`src/rtl/if_fetch_buffer.sv`:
```
// if_fetch_buffer
//   Instruction-fetch stage sitting directly behind the PC register. Issues
//   in-order fetch requests for the current PC, pulses o_pc_adv when a request
//   is accepted, and queues returned instructions with their PCs in a
//   DEPTH-entry in-order buffer drained by decode over valid/ready.
//   A flush empties the buffer and arranges for every response still in
//   flight to be dropped on arrival.
//
//   Optional feature: define IF_BUF_PERF_EN to add the o_perf_fetched and
//   o_perf_dropped wrapping event counters.

`ifndef XLEN_32b
`define XLEN_32b 1
`endif
`ifndef XLEN_64b
`define XLEN_64b 2
`endif

module if_fetch_buffer #(
    parameter  int unsigned XLEN  = `XLEN_64b,
    parameter  int unsigned DEPTH = 4,
    localparam int unsigned AW    = 1 << (XLEN + 4)
) (
    input  logic          i_clk,
    input  logic          i_rst,
    input  logic          i_clk_en,
    input  logic [AW-1:0] i_pc,
    output logic          o_pc_adv,
    output logic          o_imem_req_valid,
    input  logic          i_imem_req_ready,
    output logic [AW-1:0] o_imem_req_addr,
    input  logic          i_imem_rsp_valid,
    input  logic [31:0]   i_imem_rsp_data,
    input  logic          i_imem_rsp_err,
    input  logic          i_flush,
    output logic          o_id_valid,
    input  logic          i_id_ready,
    output logic [31:0]   o_id_instr,
    output logic [AW-1:0] o_id_pc,
`ifdef IF_BUF_PERF_EN
    output logic [31:0]   o_perf_fetched,
    output logic [31:0]   o_perf_dropped,
`endif
    output logic          o_id_fault
);

    localparam int unsigned PW = $clog2(DEPTH);
    localparam int unsigned CW = PW + 2;

    typedef logic [PW:0]   ptr_t;
    typedef logic [CW-1:0] cnt_t;

    localparam ptr_t PTR_ONE = ptr_t'(1);
    localparam cnt_t CNT_ONE = cnt_t'(1);

    if (DEPTH < 2 || DEPTH > 16 || (DEPTH & (DEPTH - 1)) != 0) begin : g_bad_depth
        $error("if_fetch_buffer: DEPTH must be a power of 2 in 2..16");
    end

    // Pointers carry one extra wrap bit so full (occ == DEPTH) and empty differ.
    ptr_t rd_ptr;
    ptr_t fill_ptr;
    ptr_t alloc_ptr;
    // inflight counts every outstanding imem response, stale ones included;
    // discard counts how many of the oldest outstanding ones are stale.
    cnt_t inflight;
    cnt_t discard;

    logic [AW-1:0] pc_mem    [DEPTH];
    logic [31:0]   instr_mem [DEPTH];
    logic          fault_mem [DEPTH];

    ptr_t occ;
    logic active;
    logic req_valid;
    logic req_fire;
    logic rsp_fire;
    logic rsp_keep;
    logic rsp_drop;
    logic id_valid;
    logic id_fire;

    assign active = i_clk_en & ~i_rst;

    // Entries are allocated at request time, so occ never exceeds DEPTH and
    // its MSB alone marks the full condition.
    assign occ       = alloc_ptr - rd_ptr;
    assign req_valid = active & ~i_flush & ~occ[PW];
    assign req_fire  = req_valid & i_imem_req_ready;

    // A response is kept only when no stale responses are ahead of it and no
    // flush is redirecting the stream in the same cycle.
    assign rsp_fire  = active & i_imem_rsp_valid;
    assign rsp_keep  = rsp_fire & ~i_flush & (discard == '0);
    assign rsp_drop  = rsp_fire & (i_flush | (discard != '0));

    assign id_valid  = active & ~i_flush & (rd_ptr != fill_ptr);
    assign id_fire   = id_valid & i_id_ready;

    assign o_pc_adv         = req_fire;
    assign o_imem_req_valid = req_valid;
    assign o_imem_req_addr  = i_pc;
    assign o_id_valid       = id_valid;
    assign o_id_pc          = i_rst ? '0 : pc_mem[rd_ptr[PW-1:0]];
    assign o_id_instr       = i_rst ? '0 : instr_mem[rd_ptr[PW-1:0]];
    assign o_id_fault       = i_rst ? 1'b0 : fault_mem[rd_ptr[PW-1:0]];

    // Pointer and outstanding-response bookkeeping; flush wins over everything.
    // NOTE: sequential state uses non-blocking assignments so every register
    // samples pre-edge values regardless of statement order.
    always_ff @(posedge i_clk) begin
        if (i_rst) begin
            rd_ptr    <= '0;
            fill_ptr  <= '0;
            alloc_ptr <= '0;
            inflight  <= '0;
            discard   <= '0;
        end else if (i_clk_en) begin
            inflight <= inflight + cnt_t'(req_fire) - cnt_t'(rsp_fire);
            if (i_flush) begin
                rd_ptr    <= '0;
                fill_ptr  <= '0;
                alloc_ptr <= '0;
                // Every response still outstanding after this cycle is stale;
                // inflight already includes the ones discard was tracking.
                discard   <= inflight - cnt_t'(rsp_fire);
            end else begin
                if (req_fire) begin
                    alloc_ptr <= alloc_ptr + PTR_ONE;
                end
                if (rsp_keep) begin
                    fill_ptr <= fill_ptr + PTR_ONE;
                end
                if (id_fire) begin
                    rd_ptr <= rd_ptr + PTR_ONE;
                end
                if (rsp_drop) begin
                    discard <= discard - CNT_ONE;
                end
            end
        end
    end

    // Entry payload: PC captured at request, instruction and fault at response.
    // NOTE: the entry arrays are deliberately left without reset; whether an
    // entry is meaningful is decided solely by the pointers.
    always_ff @(posedge i_clk) begin
        if (req_fire) begin
            pc_mem[alloc_ptr[PW-1:0]] <= i_pc;
        end
        if (rsp_keep) begin
            instr_mem[fill_ptr[PW-1:0]] <= i_imem_rsp_data;
            fault_mem[fill_ptr[PW-1:0]] <= i_imem_rsp_err;
        end
    end

`ifdef IF_BUF_PERF_EN
    logic [31:0] perf_fetched;
    logic [31:0] perf_dropped;

    // Wrapping event counters for delivered and dropped instructions.
    always_ff @(posedge i_clk) begin
        if (i_rst) begin
            perf_fetched <= '0;
            perf_dropped <= '0;
        end else if (i_clk_en) begin
            if (id_fire) begin
                perf_fetched <= perf_fetched + 32'd1;
            end
            if (rsp_drop) begin
                perf_dropped <= perf_dropped + 32'd1;
            end
        end
    end

    assign o_perf_fetched = perf_fetched;
    assign o_perf_dropped = perf_dropped;
`endif

endmodule

```
`config.mk`:
```
export PLATFORM = sky130hd
export DESIGN_NAME = if_fetch_buffer
export DESIGN_NICKNAME = d
export VERILOG_FILES = /design/src/rtl/if_fetch_buffer.sv
export SDC_FILE = /design/constraint.sdc
export NUM_CORES = 1
export LEC_CHECK = 0
export CAP_MARGIN = 15
export CORE_UTILIZATION = 53
export DETAILED_ROUTE_END_ITERATION = 6
export GPL_ROUTABILITY_DRIVEN = 0
export HOLD_SLACK_MARGIN = 0.08
export PLACE_DENSITY = 0.87
export SETUP_SLACK_MARGIN = 0.3
export SYNTH_ARGS = -nofsm -noshare
export SYNTH_HDL_FRONTEND = slang
export SYNTH_SLANG_ARGS = --single-unit
```
`constraint.sdc`:
```
create_clock -name i_clk -period 4.55 [get_ports i_clk]
set_input_delay 0.6825 -clock i_clk [delete_from_list [all_inputs] [get_ports i_clk]]
set_output_delay 0.6825 -clock i_clk [all_outputs]
set_load 0.02 [all_outputs]
```
==> results of run 1 <==
## cell families after synthesis
logic type,Yosys count,synth area share
flops,407,0.735
fa+ha+maj,19,0.0150
xor+xnor,10,0.00535
simple gates,144,0.0528
compound gates,27,0.0110
mux,103,0.138
buf+inv,116,0.0427
## per-stage QoR
stage	worst slack, ns	utilization
detailed placement	0.931	0.636
global route	0.761	0.679
CTS	0.855	0.679
floorplan	0.930	-
finish	0.927	0.679
global placement	0.971	0.636
## layout make-up
class	count	area (um2)	share of cell area
Clock buffer	53	1090	0.0536
Clock inverter	19	173	0.00847
Inverter	16	60.1	0.00295
Multi-Input combinational cell	303	3650	0.179
Sequential cell	407	12000	0.591
Tap cell	390	488	0.0239
Timing Repair Buffer	284	2870	0.141
## per-layer routing
metal  wire length [um]  part of all wire  up-vias  track usage
li1                   -                 -     3642            -
met1              13300              0.41     4120        0.290
met2              16200              0.49      385        0.351
met3               2680             0.082       49       0.0411
met4                583             0.018        0       0.0516
met5                  0                 0        -            0
## cells in the mapped netlist
cell type,count
sky130_fd_sc_hd__nor4b_2,1
sky130_fd_sc_hd__edfxtp_1,388
sky130_fd_sc_hd__mux2i_1,5
sky130_fd_sc_hd__nand2_1,10
sky130_fd_sc_hd__a31o_1,1
sky130_fd_sc_hd__o21bai_1,1
sky130_fd_sc_hd__a21o_1,1
sky130_fd_sc_hd__inv_2,1
sky130_fd_sc_hd__buf_1,4
sky130_fd_sc_hd__a21oi_2,1
sky130_fd_sc_hd__and3_1,8
sky130_fd_sc_hd__a22oi_1,1
sky130_fd_sc_hd__dfxtp_1,19
sky130_fd_sc_hd__xnor2_1,4
sky130_fd_sc_hd__nand2b_1,4
sky130_fd_sc_hd__mux2i_4,1
sky130_fd_sc_hd__a21oi_1,5
sky130_fd_sc_hd__o31a_1,1
sky130_fd_sc_hd__nor3b_1,1
sky130_fd_sc_hd__o21ai_1,6
sky130_fd_sc_hd__a31oi_1,2
sky130_fd_sc_hd__xor2_1,6
sky130_fd_sc_hd__buf_2,10
sky130_fd_sc_hd__clkbuf_1,19
sky130_fd_sc_hd__nor3_1,1
sky130_fd_sc_hd__fa_1,1
sky130_fd_sc_hd__nor2b_1,97
sky130_fd_sc_hd__nand4_1,1
sky130_fd_sc_hd__a211o_1,1
sky130_fd_sc_hd__or4_4,1
sky130_fd_sc_hd__and2_4,1
sky130_fd_sc_hd__inv_1,15
sky130_fd_sc_hd__a311o_1,1
sky130_fd_sc_hd__o31ai_1,2
sky130_fd_sc_hd__ha_1,18
sky130_fd_sc_hd__or3_1,1
sky130_fd_sc_hd__a211oi_1,2
sky130_fd_sc_hd__o211ai_1,2
sky130_fd_sc_hd__nor2_1,10
sky130_fd_sc_hd__and3b_1,1
sky130_fd_sc_hd__nand3_1,5
sky130_fd_sc_hd__and2_1,2
sky130_fd_sc_hd__buf_4,67
sky130_fd_sc_hd__mux4_2,97
## worst max-delay path, stage by stage, from the launching register on
cell,delay (ns)
sky130_fd_sc_hd__dfxtp_4,0.60
sky130_fd_sc_hd__buf_12,0.40
sky130_fd_sc_hd__mux4_2,0.61
sky130_fd_sc_hd__nor2b_1,0.16
sky130_fd_sc_hd__clkdlybuf4s50_1,0.56
## path summary, 6_finish.rpt
check / slack [ns] / from / cells after the start / to
max: 0.93 / flop / 4 / o_id_pc[55]
min: 0.51 / alloc_ptr[2] / 2 / alloc_ptr[2]
max reg2reg: 1.94 / rd_ptr[1] / 6 / pc_mem[2][43]
min reg2reg: 0.51 / alloc_ptr[2] / 2 / alloc_ptr[2]
## flip-flops by register name, summed over array words and instances, names as in the netlist, named ones only
name	flops
alloc_ptr	3
discard	4
fault_mem	4
fill_ptr	3
inflight	4
instr_mem	128
pc_mem	256
rd_ptr	3
## power breakdown
part	internal (mW)	switching (mW)
sequential	4.13	0.0135
combinational	0.241	0.254
clock	1.86	1.31
## cells in the final DEF, fill, tap and decap left out, drive strengths merged, types with 8 or more instances in the layout
cell | Yosys | routed
and3 | 8 | 8
inv | 16 | 16
clkbuf | 19 | 53
nor2 | 10 | 10
dfxtp | 19 | 19
ha | 18 | 18
clkinv | 0 | 15
edfxtp | 388 | 388
nor2b | 97 | 97
buf | 81 | 18
clkdlybuf4s50 | 0 | 266
nand2 | 10 | 10
mux4 | 97 | 97
==> out/results.txt, run 1 <==
syn nets = 949
Crit path arrival time = 2.94 ns
CTS sink count = 407
post-DP HPWL = 20300 um
mean routed wirelength per cell = 22.2 um
DIE WIDTH = 178 um
Fin Setup TNS = 0 ns
total number of placement rows = 63
power per standard cell area = 383 nW/um2
Hold/Removal Path Class = reg2reg
final number of setup-violating endpoints = 0
core region area = 30000 um2
layout overhead on the synthesized area = 24.5%
# diodes = 0
Worst Tran Pin Value = 0.767 ns
Clock Path Buffers = 3
Clock Skews = 0.0241 ns
timing-limited maximum frequency = 276 MHz
run status = finished clean
Power Total = 7.81 mW
overflow left after global routing = 0
library cell with the largest summed area after synthesis = sky130_fd_sc_hd__edfxtp_1
largest net degree at the start of global routing = 64
number of fill cells = 1873
number of vias per cell after detailed routing = 5.57
number of I/O pins = 268
post-route insts no fill = 1472
time the final worst path needs with I/O delays and setup = 3.62 ns
register bit count reported by yosys = 407
RSZ-0062 raised after global routing = false
number of violations reported at the end of detailed-routing iteration 0 = 608
total of hold buffers inserted after clock tree synthesis = 0
Slew Limit Headroom = 0.489
number of buffers inserted by port buffering = 267
final wirelength = 32700 um
initial standard-cell utilization of the core = 0.545
post-synth top area share = 0.712
CTS H-tree lvls = 2
dpl cell area = 19100 um2
Req. time, crit path = 3.87 ns
max-slew violation total from the final report = 0
Tcrit/Tclk final = 0.796
clock input transition at the sequential cells of the worst setup and hold paths = 0.06 ns
worst-skew pair later-pin latency = 0.52 ns
type of destination of the critical path = output pin
post-CTS setup repair buffer count = 0
number of remaining DRC errors = 0
max-cap viol count = 0
clock buffer count from CTS = 41
CTS tree = yes
count of cell types in the netlist = 44
antenna viol nets, final = 0
number of cells produced by synthesis = 826
biggest area contributors in the synthesized netlist = sky130_fd_sc_hd__edfxtp_1 (71%), sky130_fd_sc_hd__mux4_2 (13%), sky130_fd_sc_hd__nor2b_1 (3.7%), sky130_fd_sc_hd__buf_4 (3.1%), sky130_fd_sc_hd__dfxtp_1 (2.3%)
Lkg Pwr = 6.49 nW
GR Util All Layers = 0.211
CP max FO = 53
Final Hold Viols = 0
number of global-route vias before repair = 8545
post-route cell area = 20400 um2
largest voltage drop on the vdd net = 0.331 mV
vias = 8196
minimum hold slack = 0.514 ns
number of placed cells counting well taps = 1400
global-route wire length before repair = 49300 um
initial antenna violation count = 1
ratio of cells with drive above 1 in the final layout = 0.165
Worst Setup Start Kind = flop
Post-Syn Area per Cell = 19.8 um2
critical path start-end classification = reg2out
root cell of the clock tree = sky130_fd_sc_hd__clkbuf_16
number of iterations in the first detailed-routing pass = 5
final-stage net count = 1176
synthesized cell area = 16400 um2
y dimension of the die = 178 um
YS warnings = 0
post-synthesis sequential area ratio = 0.735
post-cts repair resize count = 0
floorplan die area = 31600 um2
(Power assumes the default switching activity.)
==> inputs of run 2 (changes only) <==
==> constraint.sdc (replaced) <==
create_clock -name i_clk -period 3.6 [get_ports i_clk]
set_input_delay 0.54 -clock i_clk [delete_from_list [all_inputs] [get_ports i_clk]]
set_output_delay 0.54 -clock i_clk [all_outputs]
set_load 0.02 [all_outputs]
==> out/results.txt, run 2 (synthesis results as in run 1) <==
clock input transition at the sequential cells of the worst setup and hold paths = 0.06 ns (about the same)
number of I/O pins = 268 (unchanged)
post-DP HPWL = 20800 um (was 20300 um)
core region area = 30000 um2 (unchanged)
Crit Reg-Reg Endpoint = inflight[3] (was pc_mem[2][43])
clock buffer count from CTS = 41 (unchanged)
Req. time, crit path = 3.06 ns (was 3.87 ns)
RSZ-0062 raised after global routing = false (unchanged)
final wirelength = 33600 um (was 32700 um)
mean routed wirelength per cell = 22.6 um (was 22.2 um)
Slew Limit Headroom = 0.598 (was 0.489)
sink of the worst hold path = inflight[2] (was alloc_ptr[2])
run status = finished clean (unchanged)
Clock Skews = 0.0201 ns (was 0.0241 ns)
Fin Setup TNS = 0 ns (unchanged)
setup slack on the worst flop-to-flop path = 1.19 ns (was 1.94 ns)
Final Hold Viols = 0 (unchanged)
Worst R2R Path Depth = 11 (was 6)
overflow left after global routing = 0 (unchanged)
number of remaining DRC errors = 0 (unchanged)
worst-skew pair later-pin latency = 0.54 ns (was 0.52 ns)
largest voltage drop on the vdd net = 0.411 mV (was 0.331 mV)
launch point of the worst hold path = i_rst (was alloc_ptr[2])
number of iterations in the first detailed-routing pass = 5 (unchanged)
floorplan die area = 31600 um2 (unchanged)
max-slew violation total from the final report = 0 (unchanged)
worst hold stages = 2 (unchanged)
DIE WIDTH = 178 um (unchanged)
root cell of the clock tree = sky130_fd_sc_hd__clkbuf_16 (unchanged)
number of flip-flops in the largest register = 256 (unchanged)
dpl cell area = 19200 um2 (was 19100 um2)
total number of placement rows = 63 (unchanged)
largest net degree at the start of global routing = 52 (was 64)
# diodes = 0 (unchanged)
cell type group with the largest total delay on the critical path = buffers and inverters (unchanged)
time the final worst path needs with I/O delays and setup = 3.15 ns
initial standard-cell utilization of the core = 0.545 (unchanged)
post-route cell area = 20500 um2 (was 20400 um2)
critical path start-end classification = reg2out (unchanged)
Clock Path Buffers = 3 (unchanged)
utilization after layout = 0.683 (was 0.679)
post-route insts no fill = 1483 (was 1472)
worst slack at placement = 0.456 ns (was 0.931 ns)
global-route wire length before repair = 50300 um (was 49300 um)
number of buffers inserted by port buffering = 267 (unchanged)
Worst path slowest cell = sky130_fd_sc_hd__clkdlybuf4s50_1 (was sky130_fd_sc_hd__mux4_2)
type of destination of the critical path = output pin (unchanged)
CTS tree = yes (unchanged)
final worst slack = 0.446 ns (was 0.927 ns)
initial antenna violation count = 0 (was 1)
y dimension of the die = 178 um (unchanged)
antenna viol nets, final = 0 (unchanged)
final-stage net count = 1187 (was 1176)
leading cell type in the layout, fill and taps excluded = sky130_fd_sc_hd__edfxtp_1 (unchanged)
ratio of cells with drive above 1 in the final layout = 0.177 (was 0.165)
Tcrit/Tclk final = 0.876
number of global-route vias before repair = 8824 (was 8545)
Worst Tran Pin Value = 0.603 ns (was 0.767 ns)
R2R Path Start = rd_ptr[1] (unchanged)
max-cap viol count = 0 (unchanged)
CP Cell Sequence = bufbuf_16 -> mux4_2 -> nor2b_1 -> clkdlybuf4s50_1 (was buf_12 -> mux4_2 -> nor2b_1 -> clkdlybuf4s50_1)
layout overhead on the synthesized area = 25.3% (was 24.5%)
CP max stage delay = 0.57 ns (was 0.61 ns)
CTS H-tree lvls = 2 (unchanged)
CTS sink count = 407 (unchanged)
total of hold buffers inserted after clock tree synthesis = 0 (unchanged)
number of violations reported at the end of detailed-routing iteration 0 = 636 (was 608)
sum of buffers and inverters on the critical path = 2 (unchanged)
number of placed cells counting well taps = 1408 (was 1400)
CP max FO = 24 (was 53)
power per standard cell area = 474 nW/um2 (was 383 nW/um2)
vias = 8375 (was 8196)
Worst Setup Start Kind = flop (unchanged)
GR Util All Layers = 0.217 (was 0.211)
final number of setup-violating endpoints = 0 (unchanged)
number of vias per cell after detailed routing = 5.65 (was 5.57)
most frequent cells in the layout = sky130_fd_sc_hd__edfxtp_1 (388), sky130_fd_sc_hd__clkdlybuf4s50_1 (266), sky130_fd_sc_hd__mux4_2 (97), sky130_fd_sc_hd__nor2b_1 (97), sky130_fd_sc_hd__clkbuf_16 (41) (was sky130_fd_sc_hd__edfxtp_1 (388), sky130_fd_sc_hd__clkdlybuf4s50_1 (266), sky130_fd_sc_hd__mux4_2 (97), sky130_fd_sc_hd__nor2b_1 (97), sky130_fd_sc_hd__clkbuf_16 (42))
Crit path arrival time = 2.61 ns (was 2.94 ns)
Lkg Pwr = 6.54 nW (was 6.49 nW)
timing-limited maximum frequency = 317 MHz
Hold/Removal Path Class = in2reg (was reg2reg)
==> run 2: cell types whose count changed in the layout (fill, tap and decap cells not counted) <==
cell,change
sky130_fd_sc_hd__clkbuf_16,-1
sky130_fd_sc_hd__clkinvlp_4,+3
sky130_fd_sc_hd__buf_4,+4
sky130_fd_sc_hd__bufinv_16,-2
sky130_fd_sc_hd__and3_2,+1
sky130_fd_sc_hd__and3_1,-1
sky130_fd_sc_hd__inv_6,+2
sky130_fd_sc_hd__buf_16,+1
sky130_fd_sc_hd__clkbuf_1,-3
sky130_fd_sc_hd__clkinv_2,+2
sky130_fd_sc_hd__clkinv_8,-1
sky130_fd_sc_hd__bufbuf_16,+1
sky130_fd_sc_hd__buf_12,+5
==> run 2: routing by layer <==
layer | share of wire | wire [um] | global-route usage
met1 | 0.38 | 12700 | 0.269
met2 | 0.51 | 17200 | 0.373
met3 | 0.090 | 3010 | 0.0636
met4 | 0.019 | 640 | 0.0573
met5 | 0 | 0 | 0
==> run 2: how the worst max path moves through the flow <==
stage / startpoint / to / slack, ns / cells after the start
floorplan: i_clk_en / pc_mem[0][0] / 0.83 / 4
finish: flop / o_id_pc[49] / 0.45 / 4
global placement: i_clk_en / o_pc_adv / 0.47 / 6
global route: flop / o_id_instr[3] / 0.32 / 4
CTS: flop / o_id_instr[21] / 0.39 / 4
detailed placement: i_clk_en / o_pc_adv / 0.46 / 6
==> run 2: layout make-up <==
class | instances | area, um2
inverters | 16 | 60.1
well taps | 390 | 488
repair buffers | 295 | 3060
multi-input cells | 303 | 3650
fillers | 1867 | 9530
clock inverters | 23 | 146
clock buffers | 49 | 1060
flip-flops and latches | 407 | 12000
==> run 2: report_power, final <==
part	total [mW]	internal (mW)	switching [mW]
combinational	0.634	0.308	0.325
clock	3.84	2.17	1.68
sequential	5.24	5.22	0.0177
==> run 2: repair_timing <==
action | CTS | global route
buffers inserted | 2 | 0
endpoints found under the setup margin | 46 | 0
gates resized for setup | 1 | 0
==> run 2: per-stage QoR <==
step / power (mW) / hold slack, ns
finish: 9.71 / 0.358
CTS: 9.78 / 0.336
global route: 10.0 / 0.357
floorplan: 5.64 / 0.460
detailed placement: 5.97 / 0.493
global placement: 5.95 / 0.483
==> inputs of run 3 (changes only) <==
--- a/config.mk
+++ b/config.mk
@@ -5,7 +5,6 @@
 export SDC_FILE = /design/constraint.sdc
 export NUM_CORES = 1
 export LEC_CHECK = 0
-export CAP_MARGIN = 15
 export CORE_UTILIZATION = 53
 export DETAILED_ROUTE_END_ITERATION = 6
 export GPL_ROUTABILITY_DRIVEN = 0
==> results of run 3 <==
The final DEF is identical to that of run 2; final timing and power are the same.
